### src/rtl/gf180mcu_fd_sc_mcu9t5v0__latfifo_pkg.sv
// Shared constants for the latch-FIFO cell: default geometry, pointer sizing
// and the bit positions of the sticky error flags.
package gf180mcu_fd_sc_mcu9t5v0__latfifo_pkg;

  localparam int DEF_WIDTH = 4;
  localparam int DEF_DEPTH = 4;

  localparam int FLAG_OVF  = 0;
  localparam int FLAG_UDF  = 1;
  localparam int NUM_FLAGS = 2;

  typedef logic [NUM_FLAGS-1:0] flags_t;

  function automatic int ptr_w(input int depth);
    return $clog2(depth);
  endfunction

endpackage

### src/rtl/gf180mcu_fd_sc_mcu9t5v0__latfifo_mem.sv
// FIFO storage: one synchronous write port, one asynchronous read port.
// Contents are deliberately not reset.
module gf180mcu_fd_sc_mcu9t5v0__latfifo_mem #(
  parameter int WIDTH = 4,
  parameter int DEPTH = 4,
  parameter int AW    = 2
) (
  input  logic             clk_i,
  input  logic             we_i,
  input  logic [AW-1:0]    waddr_i,
  input  logic [WIDTH-1:0] wdata_i,
  input  logic [AW-1:0]    raddr_i,
  output logic [WIDTH-1:0] rdata_o
);

  logic [WIDTH-1:0] mem_q [DEPTH];

  always_ff @(posedge clk_i) begin
    if (we_i) mem_q[waddr_i] <= wdata_i;
  end

  assign rdata_o = mem_q[raddr_i];

endmodule

### src/rtl/gf180mcu_fd_sc_mcu9t5v0__latfifo.sv
// Single-clock FIFO: pointers, occupancy, sticky OVF/UDF flags and the Q
// output stage (show-ahead or registered). Storage lives in the _mem sub-module.
module gf180mcu_fd_sc_mcu9t5v0__latfifo
  import gf180mcu_fd_sc_mcu9t5v0__latfifo_pkg::*;
#(
  parameter int WIDTH     = DEF_WIDTH,
  parameter int DEPTH     = DEF_DEPTH,
  parameter int SHOWAHEAD = 1
) (
`ifdef USE_POWER_PINS
  inout  wire                           VDD,
  inout  wire                           VSS,
`endif
  input  logic                          CLK,
  input  logic                          R,
  input  logic [WIDTH-1:0]              D,
  input  logic                          E,
  input  logic                          RE,
  input  logic                          CLR,
  output logic [WIDTH-1:0]              Q,
  output logic                          FULL,
  output logic                          EMPTY,
  output logic [ptr_w(DEPTH):0]         CNT,
  output logic                          OVF,
  output logic                          UDF
);

  localparam int AW = ptr_w(DEPTH);
  localparam int CW = AW + 1;

  logic [AW-1:0]    wr_q, wr_d, rd_q, rd_d;
  logic [CW-1:0]    cnt_q, cnt_d;
  flags_t           flg_q, flg_d;
  logic [WIDTH-1:0] qh_q, qh_d, head;
  logic             full, empty, push, pop;

  gf180mcu_fd_sc_mcu9t5v0__latfifo_mem #(
    .WIDTH (WIDTH),
    .DEPTH (DEPTH),
    .AW    (AW)
  ) u_mem (
    .clk_i   (CLK),
    .we_i    (push),
    .waddr_i (wr_q),
    .wdata_i (D),
    .raddr_i (rd_q),
    .rdata_o (head)
  );

  assign full  = (cnt_q == CW'(DEPTH));
  assign empty = (cnt_q == '0);
  // A pop frees a slot in the same edge, so a full FIFO still accepts a push alongside it.
  assign pop   = RE & ~empty & ~CLR;
  assign push  = E & (~full | (RE & ~empty)) & ~CLR;

  always_comb begin
    wr_d  = wr_q;
    rd_d  = rd_q;
    cnt_d = cnt_q;
    flg_d = flg_q;
    qh_d  = qh_q;
    if (CLR) begin
      wr_d  = '0;
      rd_d  = '0;
      cnt_d = '0;
      // Freeze whatever Q was showing so a flush never exposes stale storage.
      if (SHOWAHEAD != 0) qh_d = Q;
    end else begin
      if (push) wr_d = wr_q + AW'(1);
      if (pop) begin
        rd_d = rd_q + AW'(1);
        qh_d = head;
      end
      if (push && !pop)      cnt_d = cnt_q + CW'(1);
      else if (pop && !push) cnt_d = cnt_q - CW'(1);
      if (E && full && !RE) flg_d[FLAG_OVF] = 1'b1;
      if (RE && empty)      flg_d[FLAG_UDF] = 1'b1;
    end
  end

  always_ff @(posedge CLK) begin
    if (R) begin
      wr_q  <= '0;
      rd_q  <= '0;
      cnt_q <= '0;
      flg_q <= '0;
      qh_q  <= '0;
    end else begin
      wr_q  <= wr_d;
      rd_q  <= rd_d;
      cnt_q <= cnt_d;
      flg_q <= flg_d;
      qh_q  <= qh_d;
    end
  end

  assign Q     = ((SHOWAHEAD != 0) && !empty) ? head : qh_q;
  assign FULL  = full;
  assign EMPTY = empty;
  assign CNT   = cnt_q;
  assign OVF   = flg_q[FLAG_OVF];
  assign UDF   = flg_q[FLAG_UDF];

`ifndef FUNCTIONAL
  logic unused_notifier;
  specify
    $setup(D, posedge CLK, 0, unused_notifier);
    $hold(posedge CLK, D, 0, unused_notifier);
    $setup(E, posedge CLK, 0, unused_notifier);
    $hold(posedge CLK, E, 0, unused_notifier);
    $setup(RE, posedge CLK, 0, unused_notifier);
    $hold(posedge CLK, RE, 0, unused_notifier);
    $setup(R, posedge CLK, 0, unused_notifier);
    $hold(posedge CLK, R, 0, unused_notifier);
  endspecify
`endif

endmodule

### config.mk
export PLATFORM = sky130hd
export DESIGN_NAME = gf180mcu_fd_sc_mcu9t5v0__latfifo
export DESIGN_NICKNAME = d
export VERILOG_FILES = /design/src/rtl/gf180mcu_fd_sc_mcu9t5v0__latfifo_pkg.sv /design/src/rtl/gf180mcu_fd_sc_mcu9t5v0__latfifo_mem.sv /design/src/rtl/gf180mcu_fd_sc_mcu9t5v0__latfifo.sv
export SDC_FILE = /design/constraint.sdc
export NUM_CORES = 1
export LEC_CHECK = 0
export CAP_MARGIN = 20
export CORE_ASPECT_RATIO = 0.9
export CORE_MARGIN = 4
export CORE_UTILIZATION = 30
export DETAILED_ROUTE_END_ITERATION = 8
export GPL_TIMING_DRIVEN = 1
export HOLD_SLACK_MARGIN = 0.15
export PLACE_DENSITY_LB_ADDON = 0.2
export SLEW_MARGIN = 20
export SYNTH_ARGS = -nofsm -noshare
export SYNTH_HDL_FRONTEND = slang
export SYNTH_HIERARCHICAL = 1
export SYNTH_SLANG_ARGS = --single-unit
### constraint.sdc
create_clock -name CLK -period 4.3 [get_ports CLK]
set_input_delay 0.86 -clock CLK [delete_from_list [all_inputs] [get_ports CLK]]
set_output_delay 0.86 -clock CLK [all_outputs]
set_load 0.05 [all_outputs]
; Word level (Yosys, flattened, before mapping)
; Memory sizes are Yosys's and may differ from the RTL's. A register that Yosys moved wholly into a read port is not among the register bits.
; Cells that the tools add are included.
[op_classes]
addsub = 4
n_eq_ne = 1
n_mux = 9
bitwise_logic = 8
n_reduce_logical = 14
[ops]
columns = cell, n
row1 = $mux W4, 3
row2 = $mux W3, 2
row3 = $logic_and A1 B1 Y1, 5
row4 = $add A2 B1 Y2 const B, 2
row5 = $and A1 B1 Y1, 4
row6 = $mux W2, 2
row7 = $reduce_and A2 Y1, 2
row8 = $reduce_bool A2 Y1, 2
row9 = $add A3 B1 Y3 const B, 1
row10 = $eq A3 B3 Y1 const B, 1
row11 = $logic_not A1 Y1, 3
row12 = $logic_not A3 Y1, 1
row13 = $not A1 Y1, 3
row14 = $sub A3 B1 Y3 const B, 1
row15 = $mux W1, 2
row16 = $reduce_or A2 Y1, 1
row17 = $or A1 B1 Y1, 1
[totals]
register_bits = 13
ram_bits = 16
in_bits = 9
word_cells = 43
memories = 1
[memory_table]
columns = name, depth, width, read_ports, rd_clocked_by_memory_dff, wr, line
row1 = u_mem.mem_q, 4, 4, 1, 1, 1, gf180mcu_fd_sc_mcu9t5v0__latfifo_mem.sv:16  ; logic [WIDTH-1:0] mem_q [DEPTH];

; Depth between registers and ports, before layout
[depth]
ltp_word = 10
depth_mapped = 9

; Modules after synthesis
; Netlist, hierarchy kept.
[by_module_without_submodules]
columns = module, instances, cells_per_inst, area_per_inst_um2, seq_area_each_um2
row1 = gf180mcu_fd_sc_mcu9t5v0__latfifo, 1, 66, 649.4, 260.2
row2 = gf180mcu_fd_sc_mcu9t5v0__latfifo_mem, 1, 24, 616.8, 480.5

; Least setup slack after synthesis
; No wires, ideal clock.
[synth_timing]
kind = reg2out
startpoint = reg cnt_q[2], in the netlist CNT[2]
endpoint = out FULL
t_arrival_ps = 2069
path_slack_ps = 1371
path_stages_with_launch = 2
path_cell_list = dfxtp_1 > nor3b_1
[synth_via]
elab_chain_cells = 1
[synth_rtl]
columns = item, line
row1 = from (decl), gf180mcu_fd_sc_mcu9t5v0__latfifo.sv:32  ; logic [CW-1:0] cnt_q, cnt_d;
row2 = from (signal assigned), gf180mcu_fd_sc_mcu9t5v0__latfifo.sv:91  ; cnt_q <= cnt_d;
row3 = $eq A3 B3 Y1, gf180mcu_fd_sc_mcu9t5v0__latfifo.sv:50  ; assign full = (cnt_q == CW'(DEPTH));
row4 = to (decl), gf180mcu_fd_sc_mcu9t5v0__latfifo.sv:21  ; output logic FULL,
; No other way between the ends.

==> impl_metrics.prom <==
# TYPE chip_impl_metric gauge
chip_impl_metric{name="cts_buffers",unit=""} 5
chip_impl_metric{name="grt_max_degree",unit=""} 11
chip_impl_info{name="reg2reg_from",value="CNT[0]"} 1
chip_impl_metric{name="flow.area_growth_from_synthesis",unit="%"} 25.9
chip_impl_metric{name="num_vias",unit=""} 796
chip_impl_metric{name="first_global_vias",unit=""} 750
chip_impl_metric{name="place.detailed.hpwl",unit="µm"} 1730
chip_impl_metric{name="timing.final.hold_violations",unit=""} 0
chip_impl_metric{name="synth_fp_nets",unit=""} 101
chip_impl_info{name="cts_tree",value="done"} 1
chip_impl_metric{name="fraction_of_synthesis_flops_using_an_asynchronous_set_or_reset_pin",unit="%"} 0
chip_impl_metric{name="cp_slowest_stage_delay",unit="ns"} 0.70
chip_impl_metric{name="register_bit_count_reported_by_yosys",unit=""} 29
chip_impl_metric{name="finalSetupTns",unit="ns"} 0
chip_impl_metric{name="fin_ws",unit="ns"} 1.03
chip_impl_metric{name="clkSinkCount",unit=""} 29
chip_impl_metric{name="ff2ff_path_depth",unit=""} 8
chip_impl_metric{name="routed_wirelength",unit="µm"} 2440
chip_impl_metric{name="stdcell_count",unit=""} 163
chip_impl_info{name="hold_path.class",value="reg -> reg"} 1
chip_impl_metric{name="start_util",unit="%"} 31.1
chip_impl_metric{name="antenna_found_initial",unit=""} 0
chip_impl_metric{name="n_fill_cell",unit=""} 408
chip_impl_metric{name="num_antenna_cells",unit=""} 0
chip_impl_info{name="crit_path_start_kind",value="flop"} 1
chip_impl_metric{name="ir_drop",unit="µV"} 188
chip_impl_info{name="status",value="finished clean"} 1
chip_impl_info{name="min_from",value="flg_q[0]"} 1
chip_impl_metric{name="drt.antenna.violating_nets",unit=""} 0
chip_impl_metric{name="core.rowCount",unit=""} 22
chip_impl_metric{name="cts_max_level",unit=""} 2
chip_impl_metric{name="p_per_area",unit="nW/µm²"} 392
chip_impl_metric{name="number_of_search_and_repair_iterations_in_the_first_detailed_routing_pass",unit=""} 4
chip_impl_info{name="critPathKind",value="reg -> out"} 1
chip_impl_metric{name="max_cap_viol_count",unit=""} 0
chip_impl_metric{name="timing.final.crit_share",unit="%"} 76.1
chip_impl_metric{name="finalHoldWorstSlack",unit="ns"} 0.481
chip_impl_metric{name="vias_per_cell",unit=""} 4.88
chip_impl_metric{name="report.final.setup_viol",unit=""} 0
chip_impl_info{name="slowest_stage",value="sky130_fd_sc_hd__clkdlybuf4s50_1"} 1
chip_impl_metric{name="clockBufferDepth",unit=""} 2
chip_impl_metric{name="synth_enable_flop_cells",unit=""} 16
chip_impl_metric{name="floorplan.io_pins",unit=""} 20
chip_impl_metric{name="wire_per_inst",unit="µm"} 14.9
chip_impl_metric{name="achievable-frequency",unit="MHz"} 306
chip_impl_metric{name="cts.repair_timing.setup_buffer_count",unit=""} 0
chip_impl_info{name="dominant_synthesized_flop_cell",value="sky130_fd_sc_hd__edfxtp_1"} 1
chip_impl_metric{name="measured_slew_at_the_worst_slew_check_pin",unit="ns"} 0.828
chip_impl_metric{name="drt_drc_violations_left",unit=""} 0
chip_impl_info{name="path_cells",value="mux4_1 > mux2_2 > clkdlybuf4s50_1"} 1
chip_impl_info{name="rsz0062_at_grt",value="false"} 1
chip_impl_metric{name="timing.hold.worst_path_depth",unit=""} 2
chip_impl_metric{name="clock-skew-final",unit="ns"} 0.00408
chip_impl_metric{name="postSynthAreaPerCell",unit="µm²"} 14.1
chip_impl_metric{name="post_cts.resized_instances",unit=""} 0
chip_impl_metric{name="synth_cell_type_count",unit=""} 28
chip_impl_metric{name="groute.usage.overall",unit="%"} 9.89
chip_impl_metric{name="cts_hold_repair.buffers",unit=""} 0
chip_impl_metric{name="cp_data_required_time",unit="ns"} 3.44
chip_impl_info{name="cts_root_buf",value="sky130_fd_sc_hd__clkbuf_8"} 1
chip_impl_metric{name="buffer_ports.inserted",unit=""} 19
chip_impl_metric{name="clk_pin_slew",unit="ns"} 0.06
chip_impl_metric{name="critical_path.max_fanout",unit=""} 6
chip_impl_metric{name="congestion_overflow_gr",unit=""} 0
chip_impl_metric{name="finished_core_util",unit="%"} 39.1
chip_impl_metric{name="synth.yosys.warnings",unit=""} 6
chip_impl_metric{name="layout_min_cycle_time",unit="ns"} 3.27
chip_impl_metric{name="die-width",unit="µm"} 76.5
chip_impl_metric{name="floorplan.core_area",unit="µm²"} 4070
chip_impl_metric{name="p_leak",unit="nW"} 0.584
chip_impl_info{name="whs_endpoint",value="flg_q[0]"} 1
chip_impl_metric{name="die_area",unit="µm²"} 5330
chip_impl_metric{name="preCtsSetupSlack",unit="ns"} 0.824
chip_impl_metric{name="syn-instance-count",unit=""} 90
chip_impl_metric{name="final-max-slew-violation-count",unit=""} 0
chip_impl_metric{name="nets",unit=""} 125
chip_impl_metric{name="synthesis.area",unit="µm²"} 1270
chip_impl_metric{name="synth_seq_area_share",unit="%"} 58.5
chip_impl_info{name="crit_path_end_kind",value="output pin"} 1
chip_impl_info{name="r2r-end",value="CNT[2]"} 1
chip_impl_metric{name="detail_route.iter0.violations",unit=""} 39
chip_impl_metric{name="drive_gt1_share",unit="%"} 14.8
chip_impl_metric{name="clock_insertion_delay_worst_skew",unit="ns"} 0.28
chip_impl_metric{name="place.detailed.instances",unit=""} 155
chip_impl_metric{name="floorplan.die.height",unit="µm"} 69.6
chip_impl_metric{name="finalWeightedCongestion",unit=""} 0.722
chip_impl_metric{name="setup.reg_to_reg.worst_slack",unit="ns"} 1.65
chip_impl_metric{name="timing.critical_path.arrival",unit="ns"} 2.41
chip_impl_metric{name="grt_pass1_wl",unit="µm"} 3920
chip_impl_metric{name="remaining_max_slew_budget_at_the_tightest_pin",unit="%"} 44.7
Yosys cell counts (2+ instances only):
| cell type | count | area (µm²) |
|---|---|---|
| sky130_fd_sc_hd__mux2_2 | 4 | 45.0 |
| sky130_fd_sc_hd__edfxtp_1 | 16 | 480 |
| sky130_fd_sc_hd__inv_1 | 3 | 11.3 |
| sky130_fd_sc_hd__or3_1 | 3 | 18.8 |
| sky130_fd_sc_hd__xor2_1 | 3 | 26.3 |
| sky130_fd_sc_hd__mux2i_1 | 5 | 50.1 |
| sky130_fd_sc_hd__a31oi_1 | 2 | 12.5 |
| sky130_fd_sc_hd__dfxtp_1 | 13 | 260 |
| sky130_fd_sc_hd__nor3b_1 | 2 | 15.0 |
| sky130_fd_sc_hd__and3b_1 | 2 | 17.5 |
| sky130_fd_sc_hd__o21ai_0 | 4 | 20.0 |
| sky130_fd_sc_hd__nor2_1 | 10 | 37.5 |
| sky130_fd_sc_hd__mux4_1 | 4 | 105 |
| sky130_fd_sc_hd__a21oi_1 | 4 | 20.0 |
| sky130_fd_sc_hd__nand2_1 | 2 | 7.51 |
state kept, by name, summed over array words and instances (netlist names):
register / count
CNT: 3
qh_q: 4
flg_q: 2
rd_q: 2
u_mem/mem_q: 16
wr_q: 2
layout make-up:
type	instances	area, µm²	share of cell area (%)
sequential	29	741	46.5
multi-input combinational	56	505	31.7
timing repair buffer	19	190	11.9
clock buffer	5	68.8	4.32
tap	48	60.1	3.77
clock inverter	3	17.5	1.10
inverter	3	11.3	0.706
how the worst max path moves through the flow:
stage             from      to  slack (ns)
2_1_floorplan   CNT[2]    FULL        1.37
3_3_place_gp        RE  CNT[2]        0.95
3_5_place_dp        RE  CNT[2]        0.82
4_1_cts        rd_q[0]    Q[1]         1.0
5_1_grt        rd_q[0]    Q[1]        0.96
6_report       rd_q[0]    Q[1]        1.03
routing by layer:
layer,wire length [µm],vias up,track usage [%]
li1,-,386,-
met1,1090,389,12.0
met2,1180,16,14.7
met3,125,5,4.68
met4,40,0,4.83
met5,0,-,0
power breakdown:
group	internal (mW)	switching (mW)
combinational	0.0435	0.0595
clock	0.111	0.102
sequential	0.301	0.00881
total	0.455	0.170
metrics by stage:
step	area [µm²]	total power [mW]
final	1590	0.625
after global routing	1590	0.657
after CTS	1590	0.636
after detailed placement	1510	0.419
after global placement	1510	0.417
after floorplan	1270	0.383
worst max-delay path: cells and delay by family, from the launching register on:
family | cells | cell delay [ns]
buffers and inverters | 1 | 0.70
DFF | 1 | 0.50
muxes | 2 | 0.93
cells by family (layout without fill, tap and decap cells):
group,count (synthesis),after routing,share of synthesized area (%)
flops,29,29,58.5
mux,13,13,15.8
simple gates,26,26,12.6
compound gates,12,12,6.92
fa+ha+maj,2,2,2.57
xor+xnor,3,3,2.08
buf+inv,5,30,1.58
cells in the final DEF, fill, tap and decap left out:
cell type	synthesis	final
sky130_fd_sc_hd__a21oi_1	4	4
sky130_fd_sc_hd__a31oi_1	2	2
sky130_fd_sc_hd__and3_1	1	1
sky130_fd_sc_hd__and3b_1	2	2
sky130_fd_sc_hd__clkbuf_8	0	5
sky130_fd_sc_hd__clkdlybuf4s50_1	0	19
sky130_fd_sc_hd__clkinv_2	0	2
sky130_fd_sc_hd__clkinvlp_4	0	1
sky130_fd_sc_hd__dfxtp_1	13	13
sky130_fd_sc_hd__edfxtp_1	16	16
sky130_fd_sc_hd__fa_1	1	1
sky130_fd_sc_hd__ha_1	1	1
sky130_fd_sc_hd__inv_1	3	3
sky130_fd_sc_hd__mux2_2	4	4
sky130_fd_sc_hd__mux2i_1	5	5
sky130_fd_sc_hd__mux4_1	4	4
sky130_fd_sc_hd__nand2_1	2	2
sky130_fd_sc_hd__nand2b_1	1	1
sky130_fd_sc_hd__nor2_1	10	10
sky130_fd_sc_hd__nor3_1	1	1
sky130_fd_sc_hd__nor3_4	1	1
sky130_fd_sc_hd__nor3b_1	2	2
sky130_fd_sc_hd__nor4b_2	1	1
sky130_fd_sc_hd__o21ai_0	4	4
sky130_fd_sc_hd__o31ai_1	1	1
sky130_fd_sc_hd__o32ai_4	1	1
sky130_fd_sc_hd__or2_2	1	1
sky130_fd_sc_hd__or3_1	3	3
sky130_fd_sc_hd__or3_2	1	1
sky130_fd_sc_hd__xor2_1	3	3
Note: power is estimated with default switching activity, not from simulation.
